**config.mk**
```make
export PLATFORM = sky130hd
export DESIGN_NAME = multi_load_store_flat
export DESIGN_NICKNAME = d
export VERILOG_FILES = /design/src/rtl/load_store_pkg.sv /design/src/rtl/multi_load_store_if.sv /design/src/rtl/load_store_chan.sv /design/src/rtl/multi_load_store.sv /design/src/flat_wrapper.sv
export SDC_FILE = /design/constraint.sdc
export NUM_CORES = 1
export LEC_CHECK = 0
export BUFFER_PORTS_ARGS = -buffer_cell sky130_fd_sc_hd__buf_4
export CAP_MARGIN = 20
export CORE_MARGIN = 8
export CORE_UTILIZATION = 30
export CTS_BUF_LIST = sky130_fd_sc_hd__clkbuf_2
export CTS_CLUSTER_DIAMETER = 60
export DETAILED_ROUTE_END_ITERATION = 6
export PLACE_DENSITY_LB_ADDON = 0.1
export SETUP_SLACK_MARGIN = 0.2
export SYNTH_ARGS = -nofsm -noshare
export SYNTH_HDL_FRONTEND = slang
export SYNTH_SLANG_ARGS = --single-unit
export TNS_END_PERCENT = 10
```
**constraint.sdc**
```tcl
create_clock -name clk -period 6.9 [get_ports clk]
set_input_delay 0.345 -clock clk [delete_from_list [all_inputs] [get_ports clk]]
set_output_delay 0.345 -clock clk [all_outputs]
set_load 0.005 [all_outputs]
```
**src/rtl/load_store_pkg.sv**
```systemverilog
// Shared types and defaults for the multi-channel load/store level generator.
//   dir_e      : per-channel ramp state (FALL, RISE, and HOLD for dwell builds)
//   *_DEF      : default level width, reset high bound and step width
//   chan_cfg_t : one channel's {lo, hi, step} at the default widths
// Optional feature macro: DWELL_EN (adds the HOLD state in load_store_chan).
package load_store_pkg;

    localparam int CBITS_DEF  = 15;
    localparam int N_DEF      = 20000;
    localparam int STEP_W_DEF = 8;

    typedef enum logic [1:0] {
        FALL = 2'd0,
        RISE = 2'd1,
        HOLD = 2'd2
    } dir_e;

    typedef struct packed {
        logic [CBITS_DEF-1:0]  lo;
        logic [CBITS_DEF-1:0]  hi;
        logic [STEP_W_DEF-1:0] step;
    } chan_cfg_t;

endpackage

```
**src/rtl/multi_load_store_if.sv**
```systemverilog
// Configuration port of multi_load_store.
//   cfg_we   : write strobe, one write per cycle it is high
//   cfg_ch   : target channel
//   cfg_lo   : new low bound
//   cfg_hi   : new high bound
//   cfg_step : new step
//   cfg_err  : registered one-cycle pulse, the write of the previous cycle was rejected
// Handshake: there is no backpressure. Every cycle with cfg_we=1 is one write
// attempt; it is either accepted (config stored at that edge) or rejected, in
// which case cfg_err is high for exactly the following cycle.
interface multi_load_store_if #(
    parameter int NCH    = 4,
    parameter int CBITS  = 15,
    parameter int STEP_W = 8
);
    localparam int CHW = (NCH > 1) ? $clog2(NCH) : 1;

    logic              cfg_we;
    logic [CHW-1:0]    cfg_ch;
    logic [CBITS-1:0]  cfg_lo;
    logic [CBITS-1:0]  cfg_hi;
    logic [STEP_W-1:0] cfg_step;
    logic              cfg_err;

    modport master (output cfg_we, cfg_ch, cfg_lo, cfg_hi, cfg_step, input cfg_err);
    modport slave  (input cfg_we, cfg_ch, cfg_lo, cfg_hi, cfg_step, output cfg_err);
endinterface

```
**src/rtl/load_store_chan.sv**
```systemverilog
// One channel of the level generator: ramp state machine, saturating step
// arithmetic and (with DWELL_EN) the dwell counter at the high bound.
//   clk, rst   : clock, synchronous active-high reset
//   en_i       : advance enable
//   reclamp_i  : clamp level into the (new) bounds this cycle instead of stepping
//   cfg_wr_i   : config accepted for this channel this cycle (clears dwell)
//   lo_i/hi_i/step_i : current config
//   vol_o, dir_o, sig_o, bot_o : registered level, rising flag, at-hi, at-lo
//   state_o    : debug view of the state register
// Optional feature macro: DWELL_EN.
module load_store_chan
    import load_store_pkg::*;
#(
    parameter int CBITS  = CBITS_DEF,
    parameter int STEP_W = STEP_W_DEF,
    parameter int DWELL  = 3
) (
    input  logic              clk,
    input  logic              rst,
    input  logic              en_i,
    input  logic              reclamp_i,
    input  logic              cfg_wr_i,
    input  logic [CBITS-1:0]  lo_i,
    input  logic [CBITS-1:0]  hi_i,
    input  logic [STEP_W-1:0] step_i,
    output logic [CBITS-1:0]  vol_o,
    output logic              dir_o,
    output logic              sig_o,
    output logic              bot_o,
    output dir_e              state_o
);
    localparam int XW = CBITS + 1;

    dir_e             state_q, state_d;
    logic [CBITS-1:0] vol_q, vol_d;
    logic             sig_q, sig_d, bot_q, bot_d;
    logic [XW-1:0]    vol_x, sum_x, diff_x;
    logic [CBITS-1:0] up_val, dn_val, clamp_val;
    logic             upd;

`ifdef DWELL_EN
    localparam int DW = $clog2(DWELL + 2);
    logic [DW-1:0] cnt_q, cnt_d;
`endif

    // One extra bit keeps vol+step and vol-step from wrapping; a set top bit
    // on the difference means it went below zero.
    assign vol_x  = {1'b0, vol_q};
    assign sum_x  = vol_x + XW'(step_i);
    assign diff_x = vol_x - XW'(step_i);

    assign up_val    = (sum_x > {1'b0, hi_i}) ? hi_i : sum_x[CBITS-1:0];
    assign dn_val    = (diff_x[CBITS] || (diff_x < {1'b0, lo_i})) ? lo_i : diff_x[CBITS-1:0];
    assign clamp_val = (vol_q < lo_i) ? lo_i : ((vol_q > hi_i) ? hi_i : vol_q);

    always_comb begin
        state_d = state_q;
        vol_d   = vol_q;
        sig_d   = sig_q;
        bot_d   = bot_q;
        upd     = 1'b0;
`ifdef DWELL_EN
        cnt_d   = cnt_q;
`endif
        if (reclamp_i) begin
            vol_d = clamp_val;
            upd   = 1'b1;
        end else if (en_i) begin
            upd = 1'b1;
            unique case (state_q)
                RISE: begin
                    if (vol_q >= hi_i) begin
`ifdef DWELL_EN
                        // The turn-around cycle counts as the first dwell cycle.
                        state_d = HOLD;
                        cnt_d   = DW'(1);
`else
                        state_d = FALL;
`endif
                    end else begin
                        vol_d = up_val;
                    end
                end
                HOLD: begin
`ifdef DWELL_EN
                    if (cnt_q >= DW'(DWELL)) state_d = FALL;
                    else                     cnt_d   = cnt_q + DW'(1);
`else
                    state_d = FALL;
`endif
                end
                default: begin
                    if (vol_q <= lo_i) state_d = RISE;
                    else               vol_d   = dn_val;
                end
            endcase
        end
        if (upd) begin
            sig_d = (vol_d == hi_i);
            bot_d = (vol_d == lo_i);
        end
`ifdef DWELL_EN
        if (cfg_wr_i) cnt_d = '0;
`endif
    end

    always_ff @(posedge clk) begin
        if (rst) begin
            state_q <= FALL;
            vol_q   <= '0;
            sig_q   <= 1'b0;
            bot_q   <= 1'b0;
        end else begin
            state_q <= state_d;
            vol_q   <= vol_d;
            sig_q   <= sig_d;
            bot_q   <= bot_d;
        end
    end

`ifdef DWELL_EN
    always_ff @(posedge clk) begin
        if (rst) cnt_q <= '0;
        else     cnt_q <= cnt_d;
    end
`else
    logic unused_wr;
    assign unused_wr = cfg_wr_i;
`endif

    assign vol_o   = vol_q;
    assign dir_o   = (state_q == RISE);
    assign sig_o   = sig_q;
    assign bot_o   = bot_q;
    assign state_o = state_q;
endmodule

```
**src/rtl/multi_load_store.sv**
```systemverilog
// Multi-channel load/store level generator. Owns per-channel config storage,
// write validation and cfg_err; instantiates NCH load_store_chan copies.
//   clk, rst    : clock, synchronous active-high reset
//   en          : per-channel advance enable
//   cfg         : configuration port (multi_load_store_if.slave)
//   vol         : levels, channel i at [i*CBITS +: CBITS]
//   dir/sig/bot : per-channel rising / at-hi / at-lo flags
//   dbg_state_o : channel state registers, channel i at [2*i +: 2]
// Optional feature macro: DWELL_EN (hold DWELL enabled cycles at hi).
module multi_load_store
    import load_store_pkg::*;
#(
    parameter int NCH    = 4,
    parameter int CBITS  = CBITS_DEF,
    parameter int N      = N_DEF,
    parameter int STEP_W = STEP_W_DEF,
    parameter int DWELL  = 3
) (
    input  logic                 clk,
    input  logic                 rst,
    input  logic [NCH-1:0]       en,
    multi_load_store_if.slave    cfg,
    output logic [NCH*CBITS-1:0] vol,
    output logic [NCH-1:0]       dir,
    output logic [NCH-1:0]       sig,
    output logic [NCH-1:0]       bot,
    output logic [2*NCH-1:0]     dbg_state_o
);
    localparam int CHW = (NCH > 1) ? $clog2(NCH) : 1;

    typedef struct packed {
        logic [CBITS-1:0]  lo;
        logic [CBITS-1:0]  hi;
        logic [STEP_W-1:0] step;
    } cfg_t;

    cfg_t           cfg_q [NCH];
    cfg_t           cfg_d [NCH];
    logic [NCH-1:0] hit, wr_sel, reclamp_q;
    logic           fields_ok, accept, err_d, err_q;

    // Channel decode doubles as the cfg_ch < NCH range check.
    always_comb begin
        hit = '0;
        for (int i = 0; i < NCH; i++) hit[i] = (cfg.cfg_ch == CHW'(i));
        fields_ok = (cfg.cfg_lo < cfg.cfg_hi) && (cfg.cfg_step != '0);
        accept    = cfg.cfg_we && (|hit) && fields_ok;
        err_d     = cfg.cfg_we && !accept;
        wr_sel    = accept ? hit : '0;
        for (int i = 0; i < NCH; i++) begin
            cfg_d[i] = cfg_q[i];
            if (wr_sel[i]) cfg_d[i] = '{lo: cfg.cfg_lo, hi: cfg.cfg_hi, step: cfg.cfg_step};
        end
    end

    always_ff @(posedge clk) begin
        if (rst) begin
            for (int i = 0; i < NCH; i++) cfg_q[i] <= '{lo: '0, hi: CBITS'(N), step: STEP_W'(1)};
            reclamp_q <= '0;
            err_q     <= 1'b0;
        end else begin
            for (int i = 0; i < NCH; i++) cfg_q[i] <= cfg_d[i];
            // The channel steps with its old config in the write cycle and
            // reclamps into the new bounds on the cycle after.
            reclamp_q <= wr_sel;
            err_q     <= err_d;
        end
    end

    assign cfg.cfg_err = err_q;

    for (genvar g = 0; g < NCH; g++) begin : g_chan
        dir_e st;
        load_store_chan #(
            .CBITS (CBITS),
            .STEP_W(STEP_W),
            .DWELL (DWELL)
        ) u_chan (
            .clk      (clk),
            .rst      (rst),
            .en_i     (en[g]),
            .reclamp_i(reclamp_q[g]),
            .cfg_wr_i (wr_sel[g]),
            .lo_i     (cfg_q[g].lo),
            .hi_i     (cfg_q[g].hi),
            .step_i   (cfg_q[g].step),
            .vol_o    (vol[g*CBITS +: CBITS]),
            .dir_o    (dir[g]),
            .sig_o    (sig[g]),
            .bot_o    (bot[g]),
            .state_o  (st)
        );
        assign dbg_state_o[2*g +: 2] = st;
    end
endmodule

```
**src/flat_wrapper.sv**
```systemverilog
// flat-port wrapper written by rule: the top's interface ports become plain ports
module multi_load_store_flat import load_store_pkg::*;
#(
    parameter int NCH    = 4,
    parameter int CBITS  = CBITS_DEF,
    parameter int N      = N_DEF,
    parameter int STEP_W = STEP_W_DEF,
    parameter int DWELL  = 3
)
  (clk, rst, en, vol, dir, sig, bot, dbg_state_o, cfg_cfg_we, cfg_cfg_ch, cfg_cfg_lo, cfg_cfg_hi, cfg_cfg_step, cfg_cfg_err);
  multi_load_store_if #(.NCH(NCH), .CBITS(CBITS), .STEP_W(STEP_W)) cfg_i ();
  input  logic clk;
  input  logic rst;
  input  logic [NCH-1:0] en;
  output logic [NCH*CBITS-1:0] vol;
  output logic [NCH-1:0] dir;
  output logic [NCH-1:0] sig;
  output logic [NCH-1:0] bot;
  output logic [2*NCH-1:0] dbg_state_o;
  input wire logic [$bits(cfg_i.cfg_we)-1:0] cfg_cfg_we;
  input wire logic [$bits(cfg_i.cfg_ch)-1:0] cfg_cfg_ch;
  input wire logic [$bits(cfg_i.cfg_lo)-1:0] cfg_cfg_lo;
  input wire logic [$bits(cfg_i.cfg_hi)-1:0] cfg_cfg_hi;
  input wire logic [$bits(cfg_i.cfg_step)-1:0] cfg_cfg_step;
  output wire logic [$bits(cfg_i.cfg_err)-1:0] cfg_cfg_err;
  assign cfg_i.cfg_we = cfg_cfg_we;
  assign cfg_i.cfg_ch = cfg_cfg_ch;
  assign cfg_i.cfg_lo = cfg_cfg_lo;
  assign cfg_i.cfg_hi = cfg_cfg_hi;
  assign cfg_i.cfg_step = cfg_cfg_step;
  assign cfg_cfg_err = cfg_i.cfg_err;
  multi_load_store #(.NCH(NCH), .CBITS(CBITS), .N(N), .STEP_W(STEP_W), .DWELL(DWELL)) u_core (.clk(clk), .rst(rst), .en(en), .cfg(cfg_i), .vol(vol), .dir(dir), .sig(sig), .bot(bot), .dbg_state_o(dbg_state_o));
endmodule
```
==> flow_summary.json, run 1 <==
{
  "num-fill-cells": 9290,
  "max-clock-path-buffers": 3,
  "drive_gt1_frac": 0.109,
  "grt_max_degree": 76,
  "yosys.area_share.simple": 0.204,
  "overflow": 0,
  "required_ns": 7.87,
  "die_area_mm2": 0.0958,
  "die_height_um": 309,
  "hold_violations": 0,
  "slew_headroom": 0.301,
  "postSynthCellCount": 3413,
  "yosysWarnings": 0,
  "fin_worst_skew_ns": 0.105,
  "synth_top_family_by_area": "compound AO/OA/AOI/OAI gates",
  "layout.area.seq_mm2": 0.00458,
  "synth_cell_type_count": 99,
  "final_util": 0.343,
  "yosys.area_share.xor_xnor": 0.0593,
  "die_w_um": 309,
  "layout_min_cycle_time_ns": 6.39,
  "port-buffer-count": 123,
  "rows": 107,
  "crit_type": "reg2reg",
  "r2r_slack_ns": 0.51,
  "setup_viol": 0,
  "drc_errors": 0,
  "synthMuxAreaShare": 0.0765,
  "p_per_area_mw_per_mm2": 559,
  "fin_nets": 3934,
  "syn_to_final_growth_pct": 13.1,
  "tightest_slew_ns": 1.04,
  "yosys_most_used_dff": "dfxtp_1",
  "leakage_nw": 12.9,
  "yosys.area.top_type": "dfxtp_1",
  "place_congestion": 0.977,
  "hp-class": "in2reg",
  "end_kind": "flop",
  "layout_common_cells": "433 x nor2_1, 314 x ha_1, 229 x dfxtp_1, 226 x a21oi_1, 215 x inv_1",
  "synth_seq_area_share": 0.177,
  "worstPathArrival_ns": 7.36,
  "place.detailed.hpwl_um": 94500,
  "fin_setup_tns_ns": 0,
  "crit_slowest_cell": "a2111oi_0",
  "num_vias": 27600,
  "num_io_pins": 128,
  "rsz0062_at_grt": "yes",
  "crit_fanout": 18,
  "peakVddDrop_mv": 0.348,
  "via_per_inst": 5.80,
  "grt_pass1_wl_um": 179000,
  "ys_ff_latch": 229,
  "synth_top_area_frac": 0.177,
  "fin_crit_sh": 0.926,
  "synth-compound-area-share": 0.259,
  "drv_slew": 0,
  "clock-sinks": 229,
  "synth_edf_count": 0,
  "start_util": 0.303,
  "cap_violations": 0,
  "synth_area_per_cell_um2": 7.57,
  "firstDrtPassIters": 5,
  "track_usage": 0.247,
  "crit_top_cell": "ha_1",
  "final_cells": 4763,
  "syn_area_mm2": 0.0258,
  "cts-htree-levels": 3,
  "clk_latency_ns": 1.13,
  "layout_commonest_cell": "nor2_1",
  "core_mm2": 0.0853,
  "slowest_delay_ns": 0.78,
  "numCtsBuffers": 73,
  "wirelength_um": 122000,
  "wl_per_cell_um": 25.6,
  "synthAdderAreaFrac": 0.158,
  "fmax_mhz": 157,
  "drt-initial-drc-count": 2811,
  "outcome": "finished clean",
  "dp.cells": 4584,
  "hold_depth": 4,
  "clk_pin_slew_ns": 0.11,
  "grt_pass1_vias": 26200,
  "worstSetupStartpointType": "flop",
  "postCtsSetupBuffers": 0,
  "cts_tree": "done",
  "antenna_found_initial": 6,
  "yosys-top-cells-area": "dfxtp_1 18%, ha_1 15%, mux2i_1 7.1%",
  "cts_root_buffer": "clkbuf_2",
  "ff2ff_path_depth": 18,
  "ys_async_sr_fraction": 0,
  "crit_chain": "ha_1 > nor2b_1 > o2111ai_1 > a31oi_1 > and3_1 > xor2_1 > ha_1 > a21o_1 > a21oi_1 > or4b_2 > a21oi_2 > buf_4 > nor3_1 > a2111oi_0 > a211o_1 > o22ai_1 > or4_1 > o31ai_1",
  "multiInputGateArea_mm2": 0.0196,
  "ant_nets": 0
}
-- synth_stat cells (all sizes together), types with 32 or more instances --
library cell and n:
nor2 433, o211ai 51, mux2i 184, xor2 34
clkbuf 139, dfxtp 229, a31oi 36, a211oi 57
buf 51, xnor2 141, nand3 84, a211o 39
nand4 55, o21ai 183, nor2b 42, ha 314
nor3 90, a21oi 227, inv 215, a21o 46
nand2 212, nand2b 32
-- metrics by stage --
step | hold slack [ns] | power (W) | cell area, um^2 | worst slack (ns)
floorplan | 0.426 | 0.0107 | 25900 | 1.45
global placement | 0.479 | 0.0150 | 28000 | 0.449
detailed placement | 0.484 | 0.0148 | 28100 | 0.627
finish | 0.141 | 0.0163 | 29200 | 0.511
CTS | 0.00449 | 0.0161 | 29200 | 0.630
global route | 0.0956 | 0.0176 | 29200 | 0.143
-- sequential cells by signal, indices dropped and copies added (netlist names) --
name	flops
u_core.reclamp_q	4
u_core.g_chan.u_chan.vol_o	60
u_core.cfg_q	152
u_core.g_chan.u_chan.sig_o	4
u_core.cfg.cfg_err	1
u_core.g_chan.u_chan.bot_o	4
u_core.g_chan.u_chan.state_o	4
-- worst paths after layout --
check / from / endpoint
setup reg to reg: u_core.g_chan[0].u_chan.vol_o[1]$_SDFF_PP0_ / u_core.g_chan[0].u_chan.bot_o$_SDFFE_PP0P_
hold / removal: cfg_cfg_lo[6] / u_core.cfg_q[1][29]$_SDFFE_PP0P_
hold reg to reg: u_core.g_chan[3].u_chan.bot_o$_SDFFE_PP0P_ / u_core.g_chan[3].u_chan.bot_o$_SDFFE_PP0P_
setup / recovery: u_core.g_chan[0].u_chan.vol_o[1]$_SDFF_PP0_ / u_core.g_chan[0].u_chan.bot_o$_SDFFE_PP0P_
-- metal layers --
metal,track usage,share of wire
met2,0.382,0.43
met3,0.0401,0.069
met5,0,0.00033
met1,0.342,0.46
met4,0.0918,0.040
-- worst max-delay path: cells and delay by family, from the launching register on --
kind	cells	cell delay (ns)
AO/OA/AOI/OAI	9	2.64
AND/OR/NAND/NOR	5	1.86
flip-flops	1	0.68
adder cells (fa/ha/maj)	2	0.62
buffers and inverters	1	0.27
XOR/XNOR	1	0.18
-- cell type report --
cell class | instances | area share
clock inverters | 28 | 0.00603
well taps | 1144 | 0.0490
clock buffers | 98 | 0.0168
multi-input cells | 2777 | 0.671
repair buffers | 264 | 0.0722
diodes | 3 | 0.000257
flip-flops and latches | 229 | 0.157
inverters | 220 | 0.0282
-- what timing repair did --
item	in CTS	in global routing
setup endpoints to repair	0	3
gates resized for setup	0	2
endpoints found under the hold margin	193	0
hold buffers	48	0
-- kinds of logic after synthesis --
group           Yosys count
xor+xnor                175
flops                   229
compound gates          966
simple gates           1114
other cells               1
fa+ha+maj               322
buf+inv                 410
mux                     196
-- power by group --
group / total [W] / leakage [nW] / switching (W) / internal, W
clock network: 0.00118 / 0.495 / 0.000717 / 0.000466
registers: 0.00186 / 1.87 / 0.000361 / 0.00150
logic: 0.0133 / 10.6 / 0.00832 / 0.00497
(Power assumes the default switching activity.)
==> inputs of run 2 (changes only) <==
Settings changed: CORE_ASPECT_RATIO from default to 2.
==> run 2 against run 1 <==
Net effect:
- combinational power up 4%
- critical endpoint is now u_core.g_chan[1].u_chan.sig_o$_SDFFE_PP0P_
- first-iteration DRC count down 30%
- design area up 0.63%
==> flow_summary.json, run 2 (synthesized netlist as in run 1, its figures left out) <==
{
  "cap_violations": 0,
  "ant_nets": 0,
  "fin_setup_tns_ns": 0,
  "num_io_pins": 128,
  "track_usage": 0.278,
  "die_w_um": 224,
  "slew_headroom": 0.255,
  "fin_nets": 3966,
  "p_per_area_mw_per_mm2": 568,
  "tightest_slew_ns": 1.09,
  "grt_pass1_vias": 28500,
  "drv_slew": 0,
  "start_util": 0.302,
  "port-buffer-count": 123,
  "die_height_um": 431,
  "fin_worst_skew_ns": 0.134,
  "rsz0062_at_grt": "yes",
  "outcome": "finished clean",
  "setup_viol": 0,
  "hold_depth": 4,
  "largest_reg_flops": 152,
  "min_from": "cfg_cfg_lo[12]",
  "ff2ff_path_depth": 18,
  "end_kind": "flop",
  "fmax_mhz": 157,
  "wl_per_cell_um": 29.3,
  "max-clock-path-buffers": 3,
  "clk_latency_ns": 1.21,
  "layout_min_cycle_time_ns": 6.37,
  "place_congestion": 0.978,
  "cts-htree-levels": 2,
  "syn_to_final_growth_pct": 13.8,
  "worst_hold_slack_ns": 0.101,
  "fin_crit_sh": 0.923,
  "numCtsBuffers": 58,
  "drt-initial-drc-count": 1957,
  "regMostFlops": "u_core.cfg_q",
  "crit_type": "reg2reg",
  "overflow": 0,
  "die_area_mm2": 0.0964,
  "grt_max_degree": 65,
  "num_vias": 28100,
  "peakVddDrop_mv": 0.316,
  "crit_fanout": 24,
  "clock-sinks": 229,
  "core_mm2": 0.0856,
  "rows": 152,
  "wirelength_um": 138000,
  "cts_root_buffer": "clkbuf_2",
  "hold_violations": 0,
  "clk_pin_slew_ns": 0.12,
  "drc_errors": 0,
  "grt_pass1_wl_um": 198000,
  "required_ns": 8.04,
  "num-fill-cells": 9317,
  "via_per_inst": 5.95,
  "regToRegStartpoint": "u_core.g_chan[1].u_chan.vol_o[1]$_SDFF_PP0_",
  "drive_gt1_frac": 0.111,
  "layout_commonest_cell": "nor2_1",
  "worstSetupStartpointType": "flop",
  "layout_common_cells": "433 x nor2_1, 314 x ha_1, 239 x buf_4, 229 x dfxtp_1, 226 x a21oi_1",
  "antenna_found_initial": 5,
  "place.detailed.hpwl_um": 108000,
  "hp-class": "in2reg",
  "firstDrtPassIters": 6,
  "setup.worst_path.start": "u_core.g_chan[1].u_chan.vol_o[1]$_SDFF_PP0_",
  "cts_tree": "done",
  "worstPathArrival_ns": 7.51,
  "leakage_nw": 13.1
}
run 2: cell count changes in the layout (fill, tap and decap cells not counted), moves of 2 or more:
cell           previous run  this run
buf_4                   213       239
dlygate4sd3_1            48        71
clkinv_2                  4         1
clkbuf_2                 98        87
clkinv_1                 22        15
clkinv_4                  2         0
run 2: critical path, stage by stage, from the launching register on:
cell and delay [ns]:
dfxtp_1 0.51, ha_1 0.30, nor2b_1 0.17, o2111ai_1 0.66
a21oi_1 0.25, nor2_1 0.49, ha_1 0.34, a21oi_1 0.47
o21ai_0 0.16, a221oi_1 0.35, a2bb2oi_2 0.08, buf_4 0.25
a2111oi_0 0.43, a211o_1 0.23, mux2i_1 0.20, o2111ai_1 0.21
or4_1 0.64, or4_1 0.42, o2bb2ai_1 0.13
run 2: layout make-up:
| cell class | instances | area, um^2 | area share |
|---|---|---|---|
| Multi-Input combinational cell | 2777 | 19600 | 0.667 |
| Sequential cell | 229 | 4580 | 0.156 |
| Timing Repair Buffer | 311 | 2520 | 0.0856 |
| Tap cell | 1078 | 1350 | 0.0458 |
| Inverter | 220 | 826 | 0.0281 |
| Clock buffer | 87 | 435 | 0.0148 |
| Clock inverter | 14 | 85.1 | 0.00289 |
| Antenna cell | 3 | 7.51 | 0.000255 |
run 2: metal layers:
layer	global-route usage	vias to the layer above	wire length (um)
met2	0.505	1190	69200
met4	0.246	0	14800
met1	0.273	13400	47600
li1	-	13000	-
met3	0.0348	526	6540
met5	0	-	0
run 2: path summary, 6_finish.rpt:
check / to / slack, ns
worst min register to register: u_core.g_chan[3].u_chan.sig_o$_SDFFE_PP0P_ / 0.48
worst min-delay path: u_core.cfg_q[1][35]$_SDFFE_PP0P_ / 0.10
worst max register to register: u_core.g_chan[1].u_chan.sig_o$_SDFFE_PP0P_ / 0.53
worst max-delay path: u_core.g_chan[1].u_chan.sig_o$_SDFFE_PP0P_ / 0.53
run 2: what timing repair did:
action                     4_1_cts  5_1_grt
setup endpoints to repair        0        3
setup buffers                    0        0
hold buffers                    71        0
hold endpoints to repair       200        0
gates resized for setup          0        3
run 2: report_power, final:
part           internal, W  leakage, nW  switching, W
clock network     0.000375        0.404      0.000684
registers          0.00150         1.87      0.000402
logic              0.00507         10.8       0.00868
run 2: per-stage QoR:
| step | utilization | instance area (um^2) | total power (W) | setup slack [ns] | std cells |
|---|---|---|---|---|---|
| floorplan | - | 25900 | 0.0107 | 1.45 | 3416 |
| global placement | 0.329 | 28200 | 0.0154 | 0.611 | 4543 |
| detailed placement | 0.329 | 28200 | 0.0153 | 0.466 | 4544 |
| CTS | 0.344 | 29400 | 0.0165 | 0.420 | 4716 |
| global route | 0.344 | 29400 | 0.0178 | 0.196 | 4717 |
| finish | 0.344 | 29400 | 0.0167 | 0.533 | 4719 |
==> inputs of run 3 (changes only) <==
--- a/config.mk
+++ b/config.mk
@@ -8,3 +8,3 @@
 export BUFFER_PORTS_ARGS = -buffer_cell sky130_fd_sc_hd__buf_4
-export CAP_MARGIN = 20
+export CAP_MARGIN = 25
 export CORE_ASPECT_RATIO = 2
==> constraint.sdc (replaced) <==
create_clock -name clk -period 6.9 [get_ports clk]
set_input_delay 1.035 -clock clk [delete_from_list [all_inputs] [get_ports clk]]
set_output_delay 1.035 -clock clk [all_outputs]
set_load 0.005 [all_outputs]
==> run 3 against run 2 <==
Net effect:
- combinational power about the same
- wire length down 1.5%
- sequential share of layout area grew 0.32 points
- register-to-register slack got worse by 0.07 ns
- flip-flop and latch count unchanged
- critical path depth up 3
- sequential power barely moved
- clock-buffer cell count fell by 3
- critical path type unchanged
==> flow_summary.json, run 3 (synthesized netlist as in run 1, its figures left out) <==
{
  "p_per_area_mw_per_mm2": 584,
  "num-fill-cells": 9414,
  "met2_length_um": 69100,
  "drv_slew": 0,
  "track_usage": 0.273,
  "crit_slowest_cell": "o311ai_0",
  "crit_fanout": 22,
  "crit_chain": "ha_1 > fa_1 > nor2b_1 > o311a_1 > o311ai_0 > nor2_1 > xnor2_1 > ha_1 > nand4_1 > or4_1 > nor2_1 > a21oi_1 > nor3_2 > buf_4 > mux2_2 > o211a_1 > xnor2_1 > a2111oi_0 > o2111ai_1 > nor4_1 > a22o_1",
  "p_clk_frac": 0.069,
  "wl_met1_um": 47600,
  "start_util": 0.302,
  "fmax_mhz": 155,
  "fin_crit_sh": 0.933,
  "cts_root_buffer": "clkbuf_2",
  "multiInputGateArea_mm2": 0.0196,
  "worst_hold_slack_ns": 0.236,
  "max-clock-path-buffers": 3,
  "clk_pin_slew_ns": 0.13,
  "clk_latency_ns": 1.15,
  "met3_length_um": 5210,
  "layout.area.seq_mm2": 0.00458,
  "hp-class": "in2reg",
  "ant_nets": 0,
  "pwr-share-comb": 0.818,
  "layout_commonest_cell": "nor2_1",
  "final_cells": 4660,
  "wirelength_um": 136000,
  "outcome": "finished clean",
  "slowest_delay_ns": 0.70,
  "ff2ff_path_depth": 21,
  "place_area_mm2": 0.0282,
  "grt_pass1_vias": 27900,
  "die_w_um": 224,
  "fin_setup_tns_ns": 0,
  "slew_headroom": 0.260,
  "crit_type": "reg2reg",
  "drc_errors": 0,
  "num_vias": 27700,
  "setup_viol": 0,
  "syn_to_final_growth_pct": 11.6,
  "cts_tree": "done",
  "antenna_found_initial": 4,
  "switching_power_w": 0.00981,
  "regMostFlops": "u_core.cfg_q",
  "power_frac_seq": 0.113,
  "layout_min_cycle_time_ns": 6.44,
  "worstSetupStartpointType": "flop",
  "intPower_w": 0.00701,
  "rsz0062_at_grt": "yes",
  "place.detailed.hpwl_um": 108000,
  "largest_reg_flops": 152,
  "hold_depth": 3,
  "final_util": 0.337,
  "rows": 152,
  "drt-initial-drc-count": 1833,
  "via_per_inst": 5.95,
  "num_io_pins": 128,
  "cap_violations": 0,
  "layout_common_cells": "432 x nor2_1, 314 x ha_1, 237 x buf_4, 229 x dfxtp_1, 226 x a21oi_1",
  "wl_per_cell_um": 29.2,
  "fin_worst_skew_ns": 0.0842,
  "port-buffer-count": 123,
  "grt_pass1_wl_um": 194000,
  "dp.cells": 4542,
  "peakVddDrop_mv": 0.446,
  "worstPathArrival_ns": 7.55,
  "required_ns": 8.01,
  "fin_nets": 3896,
  "fin_area_mm2": 0.0288,
  "end_kind": "flop",
  "core_mm2": 0.0856,
  "cts-htree-levels": 2,
  "tightest_slew_ns": 1.11,
  "drive_gt1_frac": 0.114,
  "die_height_um": 431,
  "firstDrtPassIters": 6,
  "grt_max_degree": 124,
  "numCtsBuffers": 59,
  "hold_buffers": 0,
  "overflow": 0,
  "leakage_nw": 12.8,
  "place_congestion": 0.982,
  "clock-sinks": 229,
  "top_layer_used": "met4",
  "swShare": 0.583,
  "hold_violations": 0,
  "die_area_mm2": 0.0964
}
-- run 3: final cells by class --
cell class,count,area share
Antenna cell,5,0.000434
Inverter,220,0.0286
Clock inverter,27,0.00690
Timing Repair Buffer,240,0.0633
Sequential cell,229,0.159
Multi-Input combinational cell,2777,0.680
Tap cell,1078,0.0468
Clock buffer,84,0.0146
-- run 3: what timing repair did --
| action | 4_1_cts | 5_1_grt |
|---|---|---|
| endpoints found under the setup margin | 0 | 4 |
| gates resized for setup | 0 | 4 |
| buffers inserted | 0 | 0 |
-- run 3: worst max-delay path, delay by kind of cell, from the launching register on --
kind	cells	cell delay (ns)
AO/OA/AOI/OAI	7	2.36
AND/OR/NAND/NOR	7	1.56
adder cells (fa/ha/maj)	3	1.00
flip-flops	1	0.40
multiplexers	1	0.39
XOR/XNOR	2	0.35
buffers and inverters	1	0.33
-- run 3: metal layers --
metal / vias up / global-route usage
li1: 12800 / -
met1: 13300 / 0.267
met2: 1088 / 0.500
met3: 497 / 0.0320
met4: 0 / 0.242
met5: - / 0
-- run 3: per-stage QoR --
step | total power, W | setup slack, ns
6_report | 0.0168 | 0.465
3_3_place_gp | 0.0154 | 0.627
3_5_place_dp | 0.0154 | 0.574
5_1_grt | 0.0180 | 0.148
2_1_floorplan | 0.0107 | 1.45
4_1_cts | 0.0166 | 0.477
-- run 3: final timing paths --
kind	startpoint	endpoint	slack, ns
worst min-delay path	cfg_cfg_hi[4]	u_core.cfg_q[0][12]$_SDFFE_PP0P_	0.24
worst min register to register	u_core.g_chan[3].u_chan.bot_o$_SDFFE_PP0P_	u_core.g_chan[3].u_chan.bot_o$_SDFFE_PP0P_	0.47
worst max-delay path	u_core.g_chan[2].u_chan.vol_o[0]$_SDFF_PP0_	u_core.g_chan[2].u_chan.sig_o$_SDFFE_PP0P_	0.46
worst max register to register	u_core.g_chan[2].u_chan.vol_o[0]$_SDFF_PP0_	u_core.g_chan[2].u_chan.sig_o$_SDFFE_PP0P_	0.46
-- run 3: power groups by stage --
stage                     Clock (W)  Sequential (W)  Combinational [W]
after floorplan                   0         0.00181            0.00886
after global placement            0         0.00194             0.0135
after detailed placement          0         0.00194             0.0134
after CTS                   0.00121         0.00191             0.0135
after global routing        0.00127         0.00193             0.0148
final                       0.00115         0.00191             0.0138
